===== src/rtl/instruction_fetch_unit_if.sv =====
// Fetch-unit bus bundle: instruction-memory read port, redirect input and
// decode-side valid/ready output. master = fetch unit, slave = environment.
interface instruction_fetch_unit_if;
   logic        imem_req;
   logic [31:0] imem_addr;
   logic        imem_ack;
   logic [31:0] imem_data;
   logic        redirect_valid;
   logic [31:0] redirect_pc;
   logic        dec_valid;
   logic        dec_ready;
   logic [31:0] dec_instr;
   logic [31:0] dec_pc;
   logic        fetch_err;

   modport master (
      output imem_req, imem_addr, dec_valid, dec_instr, dec_pc, fetch_err,
      input  imem_ack, imem_data, redirect_valid, redirect_pc, dec_ready
   );

   modport slave (
      input  imem_req, imem_addr, dec_valid, dec_instr, dec_pc, fetch_err,
      output imem_ack, imem_data, redirect_valid, redirect_pc, dec_ready
   );
endinterface


===== src/rtl/instruction_fetch_unit.sv =====
// instruction_fetch_unit: owns the PC, issues one outstanding word fetch at a
// time and buffers returned words in a 2-entry FIFO towards decode. Redirects
// flush the FIFO; a request already in flight is drained and its data dropped.
// Optional feature macro: IFETCH_ALIGN_CHECK_EN (misaligned redirect sets a
// sticky fetch_err and halts fetching until reset).
module instruction_fetch_unit #(
   parameter logic [31:0] RESET_PC = 32'h0000_0000,
   parameter logic [31:0] PC_STEP  = 32'd4
) (
   input logic                      clock,
   input logic                      reset,
   instruction_fetch_unit_if.master bus
);

`ifdef IFETCH_ALIGN_CHECK_EN
   typedef enum logic [1:0] {IDLE, REQ, DRAIN, HALT} state_t;
`else
   typedef enum logic [1:0] {IDLE, REQ, DRAIN} state_t;
`endif

   state_t      state_q, state_d;
   logic [31:0] pc_q, pc_d;
   logic [31:0] stale_q, stale_d;

   logic [31:0] fifo_instr [2];
   logic [31:0] fifo_pc    [2];
   logic        rd_q, wr_q;
   logic [1:0]  occ_q;
   logic [1:0]  occ_after;

   logic        push, pop, slot_free;
   logic [31:0] redir_target;
   logic        halt_pending;

`ifdef IFETCH_ALIGN_CHECK_EN
   logic        err_q;
   logic        redir_bad;

   assign redir_target = bus.redirect_pc;
   assign redir_bad    = bus.redirect_valid && (bus.redirect_pc[1:0] != 2'b00);
   assign halt_pending = err_q || redir_bad;
   assign bus.fetch_err = err_q;
`else
   logic        unused_align_bits;

   // Low target bits are dropped so every redirect lands on a word boundary.
   assign redir_target      = {bus.redirect_pc[31:2], 2'b00};
   assign unused_align_bits = ^bus.redirect_pc[1:0];
   assign halt_pending      = 1'b0;
   assign bus.fetch_err     = 1'b0;
`endif

   // FIFO bookkeeping; a push only happens for a live (non-redirected) ack.
   assign pop       = bus.dec_valid && bus.dec_ready;
   assign push      = (state_q == REQ) && bus.imem_ack && !bus.redirect_valid;
   assign occ_after = occ_q + {1'b0, push} - {1'b0, pop};
   assign slot_free = (occ_after < 2'd2);

   // Outputs: DRAIN keeps presenting the abandoned address until its ack.
   assign bus.imem_req  = (state_q == REQ) || (state_q == DRAIN);
   assign bus.imem_addr = (state_q == DRAIN) ? stale_q : pc_q;
   assign bus.dec_valid = (occ_q != 2'd0);
   assign bus.dec_instr = fifo_instr[rd_q];
   assign bus.dec_pc    = fifo_pc[rd_q];

   // State, PC and stale-address registers.
   always_ff @(posedge clock or posedge reset) begin
      if (reset) begin
         state_q <= IDLE;
         pc_q    <= RESET_PC;
         stale_q <= '0;
      end else begin
         state_q <= state_d;
         pc_q    <= pc_d;
         stale_q <= stale_d;
      end
   end

   // Next-state and PC selection; redirect overrides the normal fetch flow.
   always_comb begin
      state_d = state_q;
      pc_d    = pc_q;
      stale_d = stale_q;

      case (state_q)
         IDLE: begin
            if (slot_free && !halt_pending) state_d = REQ;
         end
         REQ: begin
            if (bus.imem_ack) begin
               pc_d    = pc_q + PC_STEP;
               state_d = slot_free ? REQ : IDLE;
            end
         end
         DRAIN: begin
            if (bus.imem_ack) state_d = IDLE;
         end
         default: state_d = state_q;
      endcase

      if (bus.redirect_valid) begin
         pc_d = redir_target;
         if (state_q == REQ) begin
            if (bus.imem_ack) begin
               state_d = IDLE;
            end else begin
               state_d = DRAIN;
               stale_d = pc_q;
            end
         end else if (state_q == IDLE) begin
            state_d = IDLE;
         end
      end

`ifdef IFETCH_ALIGN_CHECK_EN
      // Any path that would go back to IDLE parks in HALT once an error is seen.
      if (halt_pending && (state_d == IDLE)) state_d = HALT;
`endif
   end

   // 2-entry FIFO storage and pointers; a redirect empties it.
   always_ff @(posedge clock or posedge reset) begin
      if (reset) begin
         for (int unsigned i = 0; i < 2; i++) begin
            fifo_instr[i] <= '0;
            fifo_pc[i]    <= '0;
         end
         rd_q  <= 1'b0;
         wr_q  <= 1'b0;
         occ_q <= '0;
      end else if (bus.redirect_valid) begin
         rd_q  <= 1'b0;
         wr_q  <= 1'b0;
         occ_q <= '0;
      end else begin
         if (push) begin
            fifo_instr[wr_q] <= bus.imem_data;
            fifo_pc[wr_q]    <= pc_q;
            wr_q             <= ~wr_q;
         end
         if (pop) rd_q <= ~rd_q;
         occ_q <= occ_after;
      end
   end

`ifdef IFETCH_ALIGN_CHECK_EN
   // Sticky misaligned-redirect flag.
   always_ff @(posedge clock or posedge reset) begin
      if (reset) begin
         err_q <= 1'b0;
      end else if (redir_bad) begin
         err_q <= 1'b1;
      end
   end
`endif

endmodule


===== src/flat_wrapper.sv =====
// flat-port wrapper written by rule: the top's interface ports become plain ports
module instruction_fetch_unit_flat 
#(
   parameter logic [31:0] RESET_PC = 32'h0000_0000,
   parameter logic [31:0] PC_STEP  = 32'd4
)
  (clock, reset, bus_imem_req, bus_imem_addr, bus_dec_valid, bus_dec_instr, bus_dec_pc, bus_fetch_err, bus_imem_ack, bus_imem_data, bus_redirect_valid, bus_redirect_pc, bus_dec_ready);
  instruction_fetch_unit_if bus_i ();
  input logic clock;
  input logic reset;
  output wire logic [$bits(bus_i.imem_req)-1:0] bus_imem_req;
  output wire logic [$bits(bus_i.imem_addr)-1:0] bus_imem_addr;
  output wire logic [$bits(bus_i.dec_valid)-1:0] bus_dec_valid;
  output wire logic [$bits(bus_i.dec_instr)-1:0] bus_dec_instr;
  output wire logic [$bits(bus_i.dec_pc)-1:0] bus_dec_pc;
  output wire logic [$bits(bus_i.fetch_err)-1:0] bus_fetch_err;
  input wire logic [$bits(bus_i.imem_ack)-1:0] bus_imem_ack;
  input wire logic [$bits(bus_i.imem_data)-1:0] bus_imem_data;
  input wire logic [$bits(bus_i.redirect_valid)-1:0] bus_redirect_valid;
  input wire logic [$bits(bus_i.redirect_pc)-1:0] bus_redirect_pc;
  input wire logic [$bits(bus_i.dec_ready)-1:0] bus_dec_ready;
  assign bus_imem_req = bus_i.imem_req;
  assign bus_imem_addr = bus_i.imem_addr;
  assign bus_dec_valid = bus_i.dec_valid;
  assign bus_dec_instr = bus_i.dec_instr;
  assign bus_dec_pc = bus_i.dec_pc;
  assign bus_fetch_err = bus_i.fetch_err;
  assign bus_i.imem_ack = bus_imem_ack;
  assign bus_i.imem_data = bus_imem_data;
  assign bus_i.redirect_valid = bus_redirect_valid;
  assign bus_i.redirect_pc = bus_redirect_pc;
  assign bus_i.dec_ready = bus_dec_ready;
  instruction_fetch_unit #(.RESET_PC(RESET_PC), .PC_STEP(PC_STEP)) u_core (.clock(clock), .reset(reset), .bus(bus_i));
endmodule

===== config.mk =====
export PLATFORM = sky130hd
export DESIGN_NAME = instruction_fetch_unit_flat
export DESIGN_NICKNAME = d
export VERILOG_FILES = /design/src/rtl/instruction_fetch_unit_if.sv /design/src/rtl/instruction_fetch_unit.sv /design/src/flat_wrapper.sv
export SDC_FILE = /design/constraint.sdc
export NUM_CORES = 1
export LEC_CHECK = 0
export CAP_MARGIN = 20
export CORE_UTILIZATION = 42
export CTS_CLUSTER_SIZE = 28
export DETAILED_ROUTE_END_ITERATION = 10
export PLACE_DENSITY = 0.67
export SLEW_MARGIN = 20
export SYNTH_ARGS = -nofsm -noshare
export SYNTH_HDL_FRONTEND = slang
export SYNTH_SLANG_ARGS = --single-unit

===== constraint.sdc =====
create_clock -name clock -period 13.8 [get_ports clock]
set_input_delay 2.07 -clock clock [delete_from_list [all_inputs] [get_ports clock]]
set_output_delay 2.07 -clock clock [all_outputs]
set_load 0.01 [all_outputs]

Yosys cells after proc, flatten, opt, wreduce, memory -nomap -nowiden
Cells that the tools add are included.
{ "op_classes": {"n_addsub": 3, "n_lt_le_gt_ge": 4, "n_eq_ne": 2, "muxes": 28, "bitwise": 6, "n_reduce_logical": 15} }
{ "ops": {"columns": ["cell", "n"], "rows": [
  ["two-way mux 32 bit", 11],
  ["bitwise mux 64 bit", 2],
  ["adder 32 x 3 -> 32 bit, second input constant", 1],
  ["demux 32 bit (select 1 bit)", 1],
  ["two-way mux 2 bit", 8],
  ["nonzero test 2 bit", 5],
  ["one-hot mux 2 bit (3 select lines)", 1],
  ["two-way mux 1 bit", 5],
  ["greater-or-equal comparator 2 bit, second input constant", 2],
  ["logical AND 1 bit", 4],
  ["inverter 1 bit", 4],
  ["inverter 1 -> 2 bit", 2],
  ["AND reduction 2 bit", 2],
  ["AND reduction 3 bit", 1],
  ["adder 2 x 1 -> 2 bit", 1],
  ["== test 2 x 1 -> 1 bit, second input constant", 1],
  ["== test 2 bit, second input constant", 1],
  ["zero test 2 bit", 1],
  ["less-than comparator 2 x 1 -> 1 bit, second input constant", 1],
  ["less-than comparator 2 bit, second input constant", 1],
  ["subtractor 2 x 1 -> 2 bit", 1],
  ["zero test 1 bit", 1],
  ["logical OR 1 bit", 1]
]} }
{ "totals": {"regBits": 198} }

Longest topological paths before layout
{ "depth": {"ltp_word": 12, "ltp_mapped": 10} }

Worst setup path before layout
Ideal clock, no wire load.
{ "synth_path": {"path_kind": "reg2out", "from": "reg u_core.state_q[0]", "to": "out bus_imem_addr[10]", "t_arrival_ns": 1.665, "setup_slack_ns": 10.065, "path_stages_with_launch": 6, "path_buffers": 2, "cell_sequence": "dfrtp_1 > inv_1 > ha_1 > clkbuf_1 > clkbuf_1 > mux2_2"} }
{ "synth_between": {"elab_chain_cells": 2} }
{ "synth_rtl": {"columns": ["item", "line_no", "source"], "rows": [
  ["from (decl)", "instruction_fetch_unit.sv:21", "state_t state_q, state_d;"],
  ["from (signal assigned)", "instruction_fetch_unit.sv:73", "state_q <= state_d;"],
  ["== test 2 bit", "instruction_fetch_unit.sv:61", "assign bus.imem_addr = (state_q == DRAIN) ? stale_q : pc_q;"],
  ["two-way mux 32 bit", "instruction_fetch_unit.sv:61", null],
  ["to (decl)", "flat_wrapper.sv:12", "output wire logic [$bits(bus_i.imem_addr)-1:0] bus_imem_addr;"]
]} }
No other way between the ends.

Worst setup path after layout
{ "layout_path": {"from": "reg u_core.state_q[0]", "to": "out bus_imem_addr[29]"} }
Same word-level chain as after synthesis.

==> results.toml <==
[outcome]
outcome = "finished, final reports clean"

[floorplanning]
initial_utilization_pct = 43.5
rows = 52
core_um2 = 20500
die_area_um2 = 21800
die_h_um = 148
pin_count = 168
fp.dieW_um = 148

[routing]
routed.top_layer = "met4"
viasPerCell = 5.34
met1_length_um = 9050
drc = 0
drtAntennaViolNets = 0
num_vias = 5942
wl_met2_um = 10000
dr_wl_met3_um = 838
wl_per_cell_um = 18.2
drt_pre_antenna_iters = 4
dr.first_iter.drc_count = 204
routed_wl_um = 20300

[finish]
final_nets = 906
syn_to_final_growth_pct = 26.3
diodes = 0
final_area_um2 = 11300
most-common-layout-cells = "mux2_2 (234), dfrtp_1 (189), clkdlybuf4s50_1 (159)"
mostFrequentLayoutCell = "mux2_2"
drive_gt1_share_pct = 33.3
fillCellCount = 1677

[global_routing]
grt_use_total_pct = 19.4
antenna_found_initial = 0
grt_pass1_wl_um = 32700
grt_overflow_total = 0
grt_pass1_vias = 6267
grt_max_degree = 105

[yosys]
ys_types = 43
synth_area_per_cell_um2 = 12.8
synth_edf_count = 0
synthArstFlopShare_pct = 100
synth_mux_area_share_pct = 29.7
syn_area_um2 = 8910
synth_xor_area_share_pct = 1.57
ys_seq_area_share_pct = 53.3
synth-adder-area-share_pct = 0.983
synth_ff_type = "dfrtp_1"
synth_compound_area_share_pct = 4.21
synth_top_family_by_area = "multiplexers"
synth_warnings = 0
ys_seq_elements = 190
syn_inst = 697
yosys.area_share.simple_pct = 6.89

[clock_network]
h-tree-depth = 4
numClockSinks = 190
insertion_delay_ns = 0.43
clk_path_buf_depth = 2
cts_resized = 0
ctsHoldBuffers = 0
clk_pin_slew_ns = 0.06
cts_buffers = 17
cts_tree = "done"
clockRootBuffer = "clkbuf_16"
post-cts-setup-buffers = 0

[timing]
fin_ws_ns = 9.02
tightest_slew_ns = 0.966
layout_min_cycle_time_ns = 4.78
clock_skew_ns = 0.00823
setup_tns_ns = 0
max_slew_margin_pct = 35.5
hold_viol_final = 0
finalMaxSlewViolations = 0
setup_violations = 0
rsz0062_at_grt = "no"
max_clock_freq_mhz = 209
timing.final.crit_share_pct = 34.6

[setup_path]
cp-startpoint = "u_core.state_q[0]"
cp_slowest_cell = "ha_2"
reg2reg_slack_ns = 11.25
r2r_start = "u_core.state_q[1]"
worst-path-buf-inv = 2
crit_type = "flip-flop to output pin"
cp_cell_sequence = "inv_1 > ha_2 > mux2_2 > clkdlybuf4s50_1"
crit_required_ns = 11.73
critPathMaxStageDelay_ns = 0.83
reg2reg_to = "u_core.fifo_pc[28]"
start_kind = "flip-flop"
crit_cells = 4
cp-end-kind = "output pin"
crit_path_max_fanout = 37
endpoint = "bus_imem_addr[29]"
crit_arrival_ns = 2.71
cp_top_family = "adder cells"
r2r_cells = 6

[place]
port_buffers = 160
gp_congestion = 0.764
placed_cell_area_um2 = 10700
dpl.hpwl_um = 13100
post-place-ws_ns = 9.37

[power]
leakagePower_nw = 4.76
power_density_nw_per_um2 = 203
ir_worst_vdd_mv = 0.0909

[min_path]
hold_start = "u_core.stale_q[15]"
hold_path_class = "flip-flop to flip-flop"

[flow_run]
drv_cap = 0
==> cells by family after synthesis <==
kind of cell    after synthesis
simple gates                119
other cells                   1
xor+xnor                     16
buf+inv                      68
compound gates               61
mux                         235
flops                       190
fa+ha+maj                     7
==> through the flow <==
step / power [mW] / util (%) / instances / hold WS [ns]
final: 2.29 / 54.9 / 1112 / 0.488
after global routing: 2.42 / 54.9 / 1112 / 0.508
after floorplan: 1.41 / - / 701 / 0.450
after detailed placement: 1.83 / 52.1 / 1081 / 0.472
after global placement: 1.79 / 52.1 / 1081 / 0.464
after CTS: 2.32 / 54.9 / 1112 / 0.487
==> Yosys cell counts, types with 2 or more instances <==
master      n  area share [%]
buf_4       5            0.42
a311o_1     2            0.22
dfrtp_1   190              53
a21oi_1     2            0.11
o21ai_0    30             1.7
or4_1      11            0.93
o211ai_1    3            0.25
and4_1      2            0.20
nor3_1      3            0.17
and2_1      4            0.28
buf_2       8            0.45
nand4_1    11            0.77
o31ai_1     7            0.59
a31oi_1    10            0.70
clkbuf_1   38             1.6
ha_1        7            0.98
mux2_2    234              30
a211o_1     2            0.20
nor2_1     16            0.67
or2_2       2            0.14
nand3_1    12            0.67
inv_1      11            0.46
xnor2_1     8            0.79
xor2_1      8            0.79
nor4_1      4            0.28
or3_1       5            0.35
and3_1      4            0.28
nand2_1    41             1.7
buf_1       3            0.13
==> report_power, final <==
group          internal [mW]  switching, mW
clock network          0.268          0.208
logic                  0.572          0.343
registers              0.774          0.124
==> area by class of cell <==
cell class	instances	area (um^2)	share of cell area [%]
Clock buffer	23	488	4.33
Clock inverter	8	82.6	0.733
Inverter	12	52.6	0.467
Multi-Input combinational cell	443	3900	34.6
Sequential cell	190	4760	42.2
Tap cell	270	338	3.00
Timing Repair Buffer	166	1650	14.6
==> worst min-delay path, stage by stage, from the launching register on <==
cell and delay, ns:
dfrtp_1 0.34, nand2_1 0.04, o21ai_0 0.07
==> flip-flops by register name, summed over array words and instances (netlist names) <==
register,count
u_core.fifo_instr,64
u_core.fifo_pc,60
u_core.occ_q,2
u_core.pc_q,30
u_core.rd_q,1
u_core.stale_q,30
u_core.state_q,2
u_core.wr_q,1
==> worst min-delay path by stage <==
stage	to	slack [ns]	depth (start not counted)
finish	u_core.stale_q[15]	0.49	2
floorplan	u_core.stale_q[30]	0.45	2
detailed placement	u_core.stale_q[30]	0.47	2
global route	u_core.fifo_pc[29]	0.51	1
global placement	u_core.stale_q[30]	0.46	2
CTS	u_core.stale_q[30]	0.49	2
==> layer usage <==
metal	up-vias	global-route usage (%)
met3	24	3.86
met1	3023	24.8
met5	-	0
met4	0	7.73
li1	2758	-
met2	137	32.3
Power figures use the tool's default switching activity.
